## config.mk

```make
export PLATFORM = sky130hd
export DESIGN_NAME = one_hot_calculator
export DESIGN_NICKNAME = d
export VERILOG_FILES = /design/src/rtl/one_hot_calculator_pkg.sv /design/src/rtl/one_hot_calculator_datapath.sv /design/src/rtl/one_hot_calculator.sv
export SDC_FILE = /design/constraint.sdc
export NUM_CORES = 1
export LEC_CHECK = 0
export ABC_AREA = 1
export BUFFER_PORTS_ARGS = -buffer_cell sky130_fd_sc_hd__buf_2
export CAP_MARGIN = 0
export CORE_MARGIN = 8
export CORE_UTILIZATION = 45
export DETAILED_ROUTE_END_ITERATION = 12
export GPL_ROUTABILITY_DRIVEN = 1
export MAX_ROUTING_LAYER = met4
export PLACE_DENSITY_LB_ADDON = 0.2
export SKIP_LAST_GASP = 1
export SYNTH_ARGS = -nofsm -noshare
export SYNTH_HDL_FRONTEND = slang
export SYNTH_SLANG_ARGS = --single-unit
```

## constraint.sdc

```tcl
create_clock -name CLK_50 -period 3.1 [get_ports CLK_50]
set_input_delay 0.31 -clock CLK_50 [delete_from_list [all_inputs] [get_ports CLK_50]]
set_output_delay 0.31 -clock CLK_50 [all_outputs]
set_load 0.05 [all_outputs]
```

## src/rtl/one_hot_calculator_pkg.sv

```systemverilog
// Shared constants and types for the one-hot shift-and-add multiplier.
// State-bit indices, the one-hot state vector type and datapath widths.
package one_hot_calculator_pkg;

   localparam int OP_W   = 4;
   localparam int PROD_W = 8;
   localparam int CNT_W  = 3;
   localparam int N_ST   = 6;

   localparam int S_IDLE  = 0;
   localparam int S_LOAD  = 1;
   localparam int S_TEST  = 2;
   localparam int S_ADD   = 3;
   localparam int S_SHIFT = 4;
   localparam int S_DONE  = 5;

   typedef logic [N_ST-1:0] state_vec_t;

   localparam state_vec_t ST_IDLE = 6'b000001;

   function automatic logic is_one_hot(input state_vec_t v);
      return (v != '0) && ((v & (v - 6'd1)) == '0);
   endfunction

endpackage

```

## src/rtl/one_hot_calculator_datapath.sv

```systemverilog
// Multiplier datapath: multiplicand M, multiplier Q, partial product P,
// bit counter CNT and the published result register, driven by FSM strobes.
module one_hot_calculator_datapath
   import one_hot_calculator_pkg::*;
#(
   parameter logic [OP_W-1:0] A_VAL = 4'd13,
   parameter logic [OP_W-1:0] B_VAL = 4'd11
) (
   input  logic              clk_i,
   input  logic              clear_b_i,
   input  logic              flush_i,
   input  logic              load_i,
   input  logic              add_i,
   input  logic              shift_i,
   output logic              q0_o,
   output logic              cnt_last_o,
   output logic [PROD_W-1:0] led_o
);

   logic [PROD_W-1:0] m_q, m_d;
   logic [OP_W-1:0]   q_q, q_d;
   logic [PROD_W-1:0] p_q, p_d;
   logic [CNT_W-1:0]  cnt_q, cnt_d;
   logic [PROD_W-1:0] led_q, led_d;

   assign q0_o       = q_q[0];
   assign cnt_last_o = (cnt_q == 3'd1);
   assign led_o      = led_q;

   always_comb begin
      m_d   = m_q;
      q_d   = q_q;
      p_d   = p_q;
      cnt_d = cnt_q;
      led_d = led_q;
      if (flush_i) begin
         m_d   = '0;
         q_d   = '0;
         p_d   = '0;
         cnt_d = '0;
      end else begin
         if (load_i) begin
            m_d   = {4'b0000, A_VAL};
            q_d   = B_VAL;
            p_d   = '0;
            cnt_d = 3'd4;
         end
         if (add_i) begin
            p_d = p_q + m_q;
         end
         // P is final by the last shift, so it is published on that same edge
         if (shift_i) begin
            m_d   = m_q << 1;
            q_d   = q_q >> 1;
            cnt_d = cnt_q - 3'd1;
            if (cnt_last_o) begin
               led_d = p_q;
            end
         end
      end
   end

   always_ff @(posedge clk_i) begin
      if (!clear_b_i) begin
         m_q   <= '0;
         q_q   <= '0;
         p_q   <= '0;
         cnt_q <= '0;
         led_q <= '0;
      end else begin
         m_q   <= m_d;
         q_q   <= q_d;
         p_q   <= p_d;
         cnt_q <= cnt_d;
         led_q <= led_d;
      end
   end

endmodule

```

## src/rtl/one_hot_calculator.sv

```systemverilog
// One-hot FSM sequencing a 4x4 shift-and-add multiply; result on LED_OUT.
// Define ONEHOT_RECOVERY_EN to build the illegal-state recovery check.
//
//   state | meaning
//   IDLE  | waiting for Start
//   LOAD  | load operands, clear product, CNT=4
//   TEST  | inspect Q[0]
//   ADD   | P += M
//   SHIFT | M<<1, Q>>1, CNT-1; publish product on last bit
//   DONE  | one-cycle completion, back to IDLE
module one_hot_calculator
   import one_hot_calculator_pkg::*;
#(
   parameter logic [OP_W-1:0] A_VAL = 4'd13,
   parameter logic [OP_W-1:0] B_VAL = 4'd11
) (
   input  logic              CLK_50,
   input  logic              Clear,
   input  logic              Start,
   output logic [PROD_W-1:0] LED_OUT
);

   state_vec_t state_q, state_d;
   logic       flush;
   logic       q0;
   logic       cnt_last;

   always_ff @(posedge CLK_50) begin
      if (!Clear) begin
         state_q <= ST_IDLE;
      end else begin
         state_q <= state_d;
      end
   end

   always_comb begin
      state_d = '0;
      flush   = 1'b0;
      state_d[S_IDLE]  = (state_q[S_IDLE] & ~Start) | state_q[S_DONE];
      state_d[S_LOAD]  = state_q[S_IDLE] & Start;
      state_d[S_TEST]  = state_q[S_LOAD] | (state_q[S_SHIFT] & ~cnt_last);
      state_d[S_ADD]   = state_q[S_TEST] & q0;
      state_d[S_SHIFT] = state_q[S_ADD] | (state_q[S_TEST] & ~q0);
      state_d[S_DONE]  = state_q[S_SHIFT] & cnt_last;
`ifdef ONEHOT_RECOVERY_EN
      if (!is_one_hot(state_q)) begin
         state_d = ST_IDLE;
         flush   = 1'b1;
      end
`endif
   end

   one_hot_calculator_datapath #(
      .A_VAL (A_VAL),
      .B_VAL (B_VAL)
   ) u_datapath (
      .clk_i      (CLK_50),
      .clear_b_i  (Clear),
      .flush_i    (flush),
      .load_i     (state_q[S_LOAD]),
      .add_i      (state_q[S_ADD]),
      .shift_i    (state_q[S_SHIFT]),
      .q0_o       (q0),
      .cnt_last_o (cnt_last),
      .led_o      (LED_OUT)
   );

endmodule

```

======== Yosys cells after proc, flatten, opt, wreduce, memory -nomap -nowiden ========
Index checks and enable logic that the tools add are counted.
operators by class
  add/sub/neg operators ................... 2
  bitwise operators ....................... 13
  equal/unequal tests ..................... 1
  multiplexer cells ....................... 8
  reductions and logical operators ........ 4
operators with widths
  kind                 number
  $mux 8               4
  $mux 3               4
  $add 8x8->8          1
  $and 1x1->1          6
  $not 1->1            4
  $reduce_bool 2->1    2
  $eq 3x1->1 const B   1
  $or 1x1->1           3
  $sub 3x1->3 const B  1
  $reduce_and 2->1     1
  $reduce_or 2->1      1
storage, ports and cells
  register bits after elaboration ......... 36
  logic and storage cells ................. 35
  input port bits ......................... 3

======== Logic depth before layout (Yosys ltp) ========
Gate-level depths: netlist of run 1.
  depth in word-level cells ............... 4
  gate-level depth with buffers ........... 8
  mapped depth without buffers ............ 8

======== Cells and area by module ========
Synthesis of run 1 repeated with hierarchy kept, for this count alone.
second synthesis, totals
  cells, all modules ...................... 209
  area total of the unflattened synthesis .. 1632.8 um^2
by module, submodules not included
  module                       seq. area each (um^2)  area each (um^2)  times used  cells an instance
  one_hot_calculator_datapath  580.6                  1437.6            1           185
  one_hot_calculator           120.1                  195.2             1           24

======== Worst setup path after synthesis of run 1 ========
Ideal clock, no wire load.
  path type ............................... register to register
  from .................................... register u_datapath.p_q[0]
  to ...................................... register u_datapath.p_q[4]
  data required time ...................... 3.030 ns
  data arrival time ....................... 1.365 ns
  clock period less this slack ............ 1.434 ns
  slack ................................... 1.666 ns
  cell stages (with the launch flop) ...... 8
  cell sequence ........................... dfxtp_1 > ha_1 > fa_1 > a21oi_1 > nor2_1 > nor2_1 > nand2_1 > a21oi_1
on the way
  cells in the longest elaborated chain, start to end .. 2
ends and longest elaborated chain
  element                 line                               RTL
  start, declared         one_hot_calculator_datapath.sv:22  logic [PROD_W-1:0] p_q, p_d;
  start signal, assigned  one_hot_calculator_datapath.sv:73  p_q <= p_d;
  $add 8x8->8             one_hot_calculator_datapath.sv:49  p_d = p_q + m_q;
  $mux 8                  one_hot_calculator_datapath.sv:48  if (add_i) begin
Every way passes these cells.
A chain may end at the register's enable or synchronous reset.

======== Final worst setup path of run 1 ========
Ends and elaborated chain as after synthesis.

==> results.py, run 1 <==
metrics = {
    "run_status": {
        "status": "completed",
    },
    "detailed_routing": {
        "vias": 1291,
        "antenna_left": 0,
        "wl_mm": 3.12,
        "drt_iter0_drc": 96,
        "firstDrtPassIters": 4,
        "wl_per_cell_um": 11.9,
        "drcViolationCount": 0,
        "vias_per_cell": 4.95,
    },
    "final_layout": {
        "final_layout_size_suffix_gt1_share_pct": 9.30,
        "layout_commonest_cell": "nand2_1",
        "final_cell_mix": "nand2_1 (43), dfxtp_1 (35), inv_1 (34)",
        "stdcell_area_um2": 1700,
        "synthToLayoutAreaGrowth_pct": 10.2,
        "fin_nets": 228,
        "antenna_cells": 0,
    },
    "floorplanning": {
        "die-height_um": 74.5,
        "boundaryPins": 11,
        "start_util_pct": 46.5,
        "dieArea_um2": 5550,
        "chipWidth_um": 74.5,
        "std_cell_rows": 21,
        "coreArea_um2": 3310,
    },
    "placed_design": {
        "place_congestion": 0.924,
        "port_buffers": 10,
        "dp_slack_ns": 1.57,
        "postPlaceCellArea_um2": 1630,
        "place_hpwl_mm": 2.31,
    },
    "sta": {
        "rsz0062_at_grt": "false",
        "period_share_pct": 51.1,
        "finalHoldWorstSlack_ns": 0.164,
        "slew_headroom_pct": 61.5,
        "hold_violations": 0,
        "skew_ns": 0.00770,
        "min_period_ns": 1.58,
        "postLayoutSetupSlackWorst_ns": 1.52,
        "finalMaxSlewViolations": 0,
        "tightest_slew_ns": 0.576,
        "fmax_mhz": 631,
        "setup_viol_count_final": 0,
        "finalSetupTns_ns": 0,
    },
    "synth": {
        "synth_compound_area_share_pct": 17.4,
        "syn_inst": 201,
        "synth_fp_nets": 214,
        "synthDistinctLibCells": 21,
        "yosys_warnings": 0,
        "syn_avg_cell_area_um2": 7.66,
        "seq_area_frac_synth_pct": 45.5,
        "synth_top_family_by_area": "compound AO/OA/AOI/OAI gates",
        "synthMuxAreaShare_pct": 0,
        "synthSimpleGateAreaFrac_pct": 17.2,
        "synthesis.area_um2": 1540,
        "synth-seq-cells": 35,
        "synthAdderAreaFrac_pct": 8.61,
        "synth_xor_xnor_area_share_pct": 1.14,
    },
    "cts": {
        "htree_levels": 2,
        "cts.path.max_buffers": 2,
        "cts.sinks": 35,
        "cts_tree": "yes",
        "cts-resized-gates": 0,
        "cts-hold-fix-buffers": 0,
        "clk_pin_slew_ns": 0.10,
        "cts_buffers": 5,
        "cts_root_buf": "clkbuf_4",
        "post-cts-setup-buffers": 0,
        "clkLatencyLatePin_ns": 0.34,
    },
    "setup_path": {
        "path_class": "reg -> reg",
        "cp_data_required_time_ns": 3.37,
        "critical_path.cell_chain": "ha_1, fa_1, a21oi_1, nor2_1, nor2_1, nand2_1, a21oi_1",
        "rrSetupSlack_ns": 1.52,
        "slowest_delay_ns": 0.44,
        "cp_slowest_cell": "fa_1",
        "crit_arrival_ns": 1.86,
        "start_kind": "flip-flop",
        "worstSetupEndpointType": "flip-flop",
        "cp_max_fo": 4,
    },
    "power_and_ir_drop": {
        "power_per_cell_area_nw_per_um2": 487,
        "leakage_uw": 0.000769,
        "power_uw": 827,
        "ir_drop_mv": 0.234,
    },
    "grt": {
        "gr-usage-all-layers_pct": 13.2,
        "grt_pass1_wl_mm": 5.49,
        "grt_pass1_vias": 1265,
        "grt_overflow": 0,
        "grt_max_degree": 20,
        "grt_antenna_before_repair": 0,
    },
    "flow_run": {
        "max_cap_violations": 0,
    },
    "hold_path": {
        "hold_class": "in -> reg",
    },
}
cells by family after synthesis:
family / Yosys count
compound gates: 51
simple gates: 64
flops: 35
xor+xnor: 2
fa+ha+maj: 10
buf+inv: 39
synthesized netlist by cell type (all sizes together):
cell type,instances,share of area (%)
xor2,2,1.1
nand4,1,0.41
o32ai,2,1.1
a311oi,1,0.57
nand3,10,3.6
a21oi,30,9.7
dfxtp,35,45
buf,3,1.4
o22ai,1,0.41
fa,1,1.3
o21ai,17,5.5
nor2,9,2.4
inv,36,8.8
or2,1,0.41
ha,9,7.3
nand2,43,10
flip-flops by register name, summed over array words and instances, names as in the netlist:
signal,cells
u_datapath.led_o,8
u_datapath.p_q,8
state_q,6
u_datapath.m_q,6
u_datapath.q_q,4
u_datapath.cnt_q,3
critical path, delay by kind of cell, from the launching register on:
kind	cells	cell delay, ns
and+or+nand+nor	3	0.20
DFF	1	0.34
adders and majority gates	2	0.66
AOI/OAI and AO/OA	2	0.33
where the power goes:
group          internal [µW]  leakage, µW  switching (µW)
Clock                    166    0.0000383             145
Sequential               461     0.000284            8.60
Combinational           14.0     0.000447            31.7
Total                    642     0.000769             185
layer usage:
metal  routed length (µm)  vias up  GRT usage (%)
li1                     -      676              -
met1                 1390      585           14.4
met2                 1520       25           22.0
met3                  167        5           3.37
met4                   34        0           5.87
met5                    0        -              -
per-stage QoR:
step                util (%)  std cells
floorplan                  -        201
global placement        49.1        254
finish                  51.3        261
detailed placement      49.1        254
CTS                     51.3        261
global route            51.3        261
cell type report:
type                       instances  area, µm²
fill                             346       1610
sequential                        35        701
multi-input combinational        127        683
inverter                          36        135
tap                               46       57.6
timing repair buffer              10       50.0
clock buffer                       6       41.3
clock inverter                     1       30.0
final timing paths:
path / start / endpoint / cells past startpoint
setup / recovery: u_datapath.p_q[0]$_SDFFE_PN0P_ / u_datapath.p_q[4]$_SDFFE_PN0P_ / 7
hold / removal: Start / state_q[0]$_SDFF_PN1_ / 2
setup reg to reg: u_datapath.p_q[0]$_SDFFE_PN0P_ / u_datapath.p_q[4]$_SDFFE_PN0P_ / 7
hold reg to reg: state_q[0]$_SDFF_PN1_ / state_q[1]$_SDFF_PN0_ / 2
Power figures use the tool's default switching activity.
==> run 2: changes to the inputs <==
ABC_AREA = 0   (was 1)
clock period = 1.3 ns   (was 3.1 ns; I/O delays follow)
==> run 2 against run 1 <==
- the run now ends with setup timing left
- sequential share of layout area decreased by 7.9 points
- setup slack got worse by 2.0 ns
- global-route usage increased by 1.5 points
- largest cell class is now multi-input gates
- via count increased by 7.4%
- sequential power increased by 140%
- register-to-register slack got worse by 2.0 ns
- routed wire length increased by 20%
- non-clock buffer count increased by 36
==> results.py, run 2 <==
metrics = {
    "cts": {
        "cts_tree": "yes",
        "cts-hold-fix-buffers": 0,
        "cts.sinks": 35,
        "clk_pin_slew_ns": 0.11,
        "cts_buffers": 5,
        "cts_root_buf": "clkbuf_4",
        "clkLatencyLatePin_ns": 0.34,
        "htree_levels": 2,
        "cts.path.max_buffers": 2,
    },
    "setup_path": {
        "start_kind": "flip-flop",
        "crit_arrival_ns": 2.06,
        "path_class": "reg -> reg",
        "worstSetupEndpointType": "flip-flop",
        "cp_max_fo": 2,
        "cp_data_required_time_ns": 1.54,
    },
    "final_layout": {
        "fin_nets": 232,
        "regArea_um2": 712,
        "antenna_cells": 0,
        "fillers": 310,
        "synthToLayoutAreaGrowth_pct": 33.8,
        "final_util_pct": 63.5,
        "multi_input_area_um2": 958,
        "final_layout_size_suffix_gt1_share_pct": 38.6,
        "layout_commonest_cell": "buf_4",
        "final_cell_mix": "buf_4 (33), nor2_1 (29), dfxtp_1 (28)",
        "stdcell_count": 266,
        "stdcell_area_um2": 2130,
    },
    "sta": {
        "fmax_mhz": 552,
        "skew_ns": 0.0109,
        "setup_viol_count_final": 5,
        "min_period_ns": 1.81,
        "slew_headroom_pct": 72.8,
        "finalHoldWorstSlack_ns": 0.0468,
        "postLayoutSetupSlackWorst_ns": -0.513,
        "tightest_slew_ns": 0.407,
        "rsz0062_at_grt": "true",
        "finalMaxSlewViolations": 0,
        "hold_violations": 0,
        "finalSetupTns_ns": -1.91,
        "period_share_pct": 139,
    },
    "synth": {
        "syn_avg_cell_area_um2": 9.06,
        "synth_edf_count": 0,
        "yosysTopAreaCellShare_pct": 43.9,
        "synth_fp_nets": 189,
        "synth_flop_cell": "dfxtp_1",
        "synth_area_leaders": "dfxtp_1 (44%), ha_1 (7.1%), nor2_1 (6.8%), a21oi_1 (5.6%), mux2i_1 (5.6%)",
        "yosys_warnings": 0,
        "async_flop_share_pct": 0,
        "syn_inst": 176,
        "synth_common_cells": "dfxtp_1 (35), nor2_1 (29), a21oi_1 (18)",
        "synth_top_area_cell": "dfxtp_1",
        "synth.most_common_cell": "dfxtp_1",
        "synth-seq-cells": 35,
        "seq_area_frac_synth_pct": 43.9,
        "synthDistinctLibCells": 38,
        "synthesis.area_um2": 1600,
    },
    "detailed_routing": {
        "drcViolationCount": 0,
        "antenna_left": 0,
        "vias_per_cell": 5.21,
        "firstDrtPassIters": 4,
        "wl_mm": 3.73,
        "wl_per_cell_um": 14.0,
        "vias": 1387,
        "drt_iter0_drc": 111,
    },
    "placed_design": {
        "place_congestion": 0.784,
        "dp.cells": 255,
        "port_buffers": 10,
        "postPlaceCellArea_um2": 1950,
        "place_hpwl_mm": 2.44,
    },
    "floorplanning": {
        "coreArea_um2": 3360,
        "chipWidth_um": 75.5,
        "boundaryPins": 11,
        "start_util_pct": 47.4,
        "std_cell_rows": 21,
        "dieArea_um2": 5710,
        "die-height_um": 75.5,
    },
    "grt": {
        "grt_pass1_wl_mm": 6.11,
        "gr-usage-all-layers_pct": 14.6,
        "grt_max_degree": 22,
        "grt_antenna_before_repair": 0,
        "grt_overflow": 0,
        "grt_pass1_vias": 1380,
    },
    "flow_run": {
        "max_cap_violations": 0,
    },
    "power_and_ir_drop": {
        "ir_drop_mv": 0.534,
        "power_per_cell_area_nw_per_um2": 865,
        "leakage_uw": 0.000969,
    },
    "hold_path": {
        "hold_class": "in -> reg",
    },
    "run_status": {
        "status": "complete, but fails checks",
        "violations": "setup timing",
    },
}
[run 2: cell type report]
| cell class | instances | area share (%) |
|---|---|---|
| Sequential cell | 35 | 33.4 |
| Tap cell | 46 | 2.70 |
| Inverter | 6 | 1.06 |
| Clock buffer | 5 | 1.76 |
| Clock inverter | 3 | 0.703 |
| Timing Repair Buffer | 46 | 15.5 |
| Multi-Input combinational cell | 125 | 44.9 |
[run 2: metrics by stage]
step / setup WS, ns / total power [µW]
global route: -0.590 / 1940
floorplan: -0.418 / 1230
finish: -0.513 / 1850
CTS: -0.506 / 1860
global placement: -0.451 / 1280
detailed placement: -0.533 / 1290
[run 2: power breakdown]
part | switching, µW | total, µW | leakage, µW | internal, µW
sequential | 23.6 | 1120 | 0.000288 | 1100
combinational | 80.8 | 160 | 0.000647 | 78.8
clock | 365 | 566 | 0.0000347 | 201
total | 470 | 1850 | 0.000969 | 1380
[run 2: cells by family (layout without fill, tap and decap cells)]
group,after synthesis,in the layout,share of synthesized area (%)
and+or+nand+nor,67,68,21.6
DFF,35,35,43.9
AOI/OAI and AO/OA,33,33,12.6
buffers and inverters,17,60,5.02
adders and majority gates,10,10,8.31
muxes,10,10,6.35
xor gates and xnor gates,4,4,2.20
[run 2: worst max-delay path: stages (launching register included)]
cell and delay (ns):
dfxtp_2 0.36, buf_6 0.12, fa_2 0.39, a21o_2 0.21, a21oi_2 0.16, o21ai_1 0.09, xor2_1 0.14, a31o_2 0.24
[run 2: timing repair]
| action | 4_1_cts | 5_1_grt |
|---|---|---|
| gates cloned | 0 | 1 |
| endpoints found under the hold margin | 0 | 0 |
| endpoints found under the setup margin | 14 | 11 |
| setup buffers | 2 | 0 |
| pin swaps | 4 | 8 |
| resized for setup | 10 | 15 |
[run 2: path summary, 6_finish.rpt]
kind	startpoint	end	slack, ns	cells past startpoint
hold reg to reg	state_q[5]$_SDFF_PN0_	state_q[0]$_SDFF_PN1_	0.43	1
setup reg to reg	u_datapath.p_q[1]$_SDFFE_PN0P_	u_datapath.p_q[6]$_SDFFE_PN0P_	-0.51	7
setup / recovery	u_datapath.p_q[1]$_SDFFE_PN0P_	u_datapath.p_q[6]$_SDFFE_PN0P_	-0.51	7
hold / removal	Start	state_q[1]$_SDFF_PN0_	0.05	2
[run 2: metal layers]
metal | wire length (µm) | track usage [%] | vias to the layer above
li1 | - | - | 697
met1 | 1660 | 16.0 | 657
met2 | 1790 | 23.8 | 19
met3 | 162 | 4.47 | 14
met4 | 119 | 7.04 | 0
met5 | 0 | - | -
==> run 3: changes to the inputs <==
SYNTH_HIERARCHICAL = 1   (was default)
clock period = 1.9 ns   (was 1.3 ns; I/O delays follow)
==> run 3 against run 2 <==
- the run now ends clean
- combinational power down 63%
- sequential cell count unchanged
- die area grew 1.6%
- critical endpoint is now u_datapath/p_q[6]$_SDFFE_PP0P_
- synthesized cell count did not move
- non-clock buffer count fell by 31
- largest power group unchanged
- cell area shrank 15%
- global-route usage is 2.0 points lower
- utilization fell by 13 points
- first-iteration DRC count fell by 11%
- final cell count is 9.0% lower
- sequential power shrank 33%
==> results.py, run 3 <==
metrics = {
    "run_status": {
        "status": "completed",
    },
    "detailed_routing": {
        "wl_mm": 3.40,
        "antenna_left": 0,
        "wl_per_cell_um": 14.0,
        "vias": 1285,
        "drcViolationCount": 0,
        "firstDrtPassIters": 4,
        "drt_iter0_drc": 99,
        "vias_per_cell": 5.31,
    },
    "cts": {
        "clk_pin_slew_ns": 0.10,
        "post-cts-setup-buffers": 0,
        "cts.path.max_buffers": 2,
        "htree_levels": 2,
        "cts.sinks": 35,
        "clkLatencyLatePin_ns": 0.33,
        "cts_tree": "yes",
        "cts_root_buf": "clkbuf_4",
        "cts_buffers": 5,
    },
    "floorplanning": {
        "coreArea_um2": 3580,
        "std_cell_rows": 22,
        "start_util_pct": 45.5,
        "boundaryPins": 11,
        "chipWidth_um": 76.1,
        "die-height_um": 76.1,
        "dieArea_um2": 5800,
    },
    "synth": {
        "synth.most_common_cell": "dfxtp_1",
        "synth_top_area_cell": "dfxtp_1",
        "synth-seq-cells": 35,
        "synth_common_cells": "dfxtp_1 (35), nor2_1 (22), a21oi_1 (12), and3_1 (12), nor2b_1 (11)",
        "synth_edf_count": 0,
        "seq_area_frac_synth_pct": 43.0,
        "yosysTopAreaCellShare_pct": 43.0,
        "syn_avg_cell_area_um2": 9.25,
        "synth_flop_cell": "dfxtp_1",
        "yosys_warnings": 6,
        "synth_area_leaders": "dfxtp_1 (43%), ha_1 (6.9%), mux2i_1 (6.1%), nor2_1 (5.1%), and3_1 (4.6%)",
        "syn_inst": 176,
        "synthesis.area_um2": 1630,
        "synthDistinctLibCells": 42,
        "async_flop_share_pct": 0,
    },
    "flow_run": {
        "max_cap_violations": 0,
    },
    "final_layout": {
        "multi_input_area_um2": 875,
        "antenna_cells": 0,
        "fillers": 364,
        "final_cell_mix": "dfxtp_1 (35), nor2_1 (22), and3_1 (12)",
        "layout_commonest_cell": "dfxtp_1",
        "fin_nets": 206,
        "stdcell_count": 242,
        "final_util_pct": 50.8,
        "synthToLayoutAreaGrowth_pct": 11.7,
        "regArea_um2": 701,
        "final_layout_size_suffix_gt1_share_pct": 17.0,
    },
    "sta": {
        "finalSetupTns_ns": 0,
        "skew_ns": 0.00658,
        "finalHoldWorstSlack_ns": 0.0935,
        "fmax_mhz": 559,
        "finalMaxSlewViolations": 0,
        "period_share_pct": 94.1,
        "min_period_ns": 1.79,
        "setup_viol_count_final": 0,
        "hold_violations": 0,
        "rsz0062_at_grt": "false",
    },
    "grt": {
        "grt_pass1_wl_mm": 5.78,
        "grt_overflow": 0,
        "grt_antenna_before_repair": 0,
        "gr-usage-all-layers_pct": 12.6,
        "grt_pass1_vias": 1266,
        "grt_max_degree": 17,
    },
    "hold_path": {
        "hold_class": "in -> reg",
    },
    "setup_path": {
        "crit_arrival_ns": 2.03,
        "start_kind": "flip-flop",
        "cp_data_required_time_ns": 2.14,
        "worstSetupEndpointType": "flip-flop",
        "path_class": "reg -> reg",
        "cp_max_fo": 3,
    },
    "power_and_ir_drop": {
        "ir_drop_mv": 0.437,
        "power_per_cell_area_nw_per_um2": 697,
        "leakage_uw": 0.000785,
    },
    "placed_design": {
        "place_congestion": 0.866,
        "dp.cells": 234,
        "port_buffers": 10,
        "place_hpwl_mm": 2.32,
    },
}
-- run 3: final cells by class --
| class | instances | area share, % |
|---|---|---|
| multi-input combinational | 129 | 48.1 |
| sequential | 35 | 38.5 |
| timing repair buffer | 15 | 4.82 |
| clock buffer | 8 | 3.79 |
| tap | 48 | 3.30 |
| inverter | 7 | 1.45 |
-- run 3: worst paths after layout --
path | end | slack [ns] | cells after the start | start
setup / recovery | u_datapath/p_q[6]$_SDFFE_PP0P_ | 0.11 | 7 | u_datapath/q_q[3]$_SDFFE_PP0P_
hold reg to reg | state_q[0]$_SDFF_PN1_ | 0.44 | 1 | state_q[5]$_SDFF_PN0_
setup reg to reg | u_datapath/p_q[6]$_SDFFE_PP0P_ | 0.11 | 7 | u_datapath/q_q[3]$_SDFFE_PP0P_
hold / removal | state_q[1]$_SDFF_PN0_ | 0.09 | 2 | Start
-- run 3: cell families after synthesis --
group	Yosys count	share of synthesized area, %
buf+inv	14	4.07
flops	35	43.0
xor+xnor	3	1.61
compound gates	33	13.6
other cells	1	0.230
mux	11	6.84
fa+ha+maj	10	8.15
simple gates	69	22.4
-- run 3: power breakdown --
| group | internal, µW | total, µW | switching [µW] |
|---|---|---|---|
| Clock | 218 | 457 | 239 |
| Sequential | 743 | 752 | 8.68 |
| Combinational | 22.4 | 58.9 | 36.4 |
-- run 3: repair_timing --
item / 4_1_cts / 5_1_grt
hold buffers: 0 / 0
resized for setup: 0 / 2
setup endpoints to repair: 0 / 1
-- run 3: per-layer routing --
metal	wire length (µm)	vias up	part of all wire [%]	global-route usage, %
li1	-	643	-	-
met1	1510	606	44	13.8
met2	1690	34	50	20.2
met3	174	2	5.1	5.07
met4	21	0	0.62	4.62
met5	0	-	0	-
-- run 3: per-stage QoR --
stage | worst slack [ns] | total power, µW | instance area, µm²
detailed placement | 0.0315 | 827 | 1740
floorplan | 0.142 | 808 | 1640
finish | 0.112 | 1270 | 1820
global placement | 0.0847 | 825 | 1740
CTS | 0.00215 | 1290 | 1810
global route | 0.0437 | 1330 | 1820
-- run 3: critical path, stage by stage (launching register included) --
cell,delay (ns)
dfxtp_1,0.34
ha_1,0.23
fa_2,0.36
a21o_1,0.18
a21oi_2,0.16
o21ai_1,0.10
xnor2_1,0.13
o31ai_1,0.20
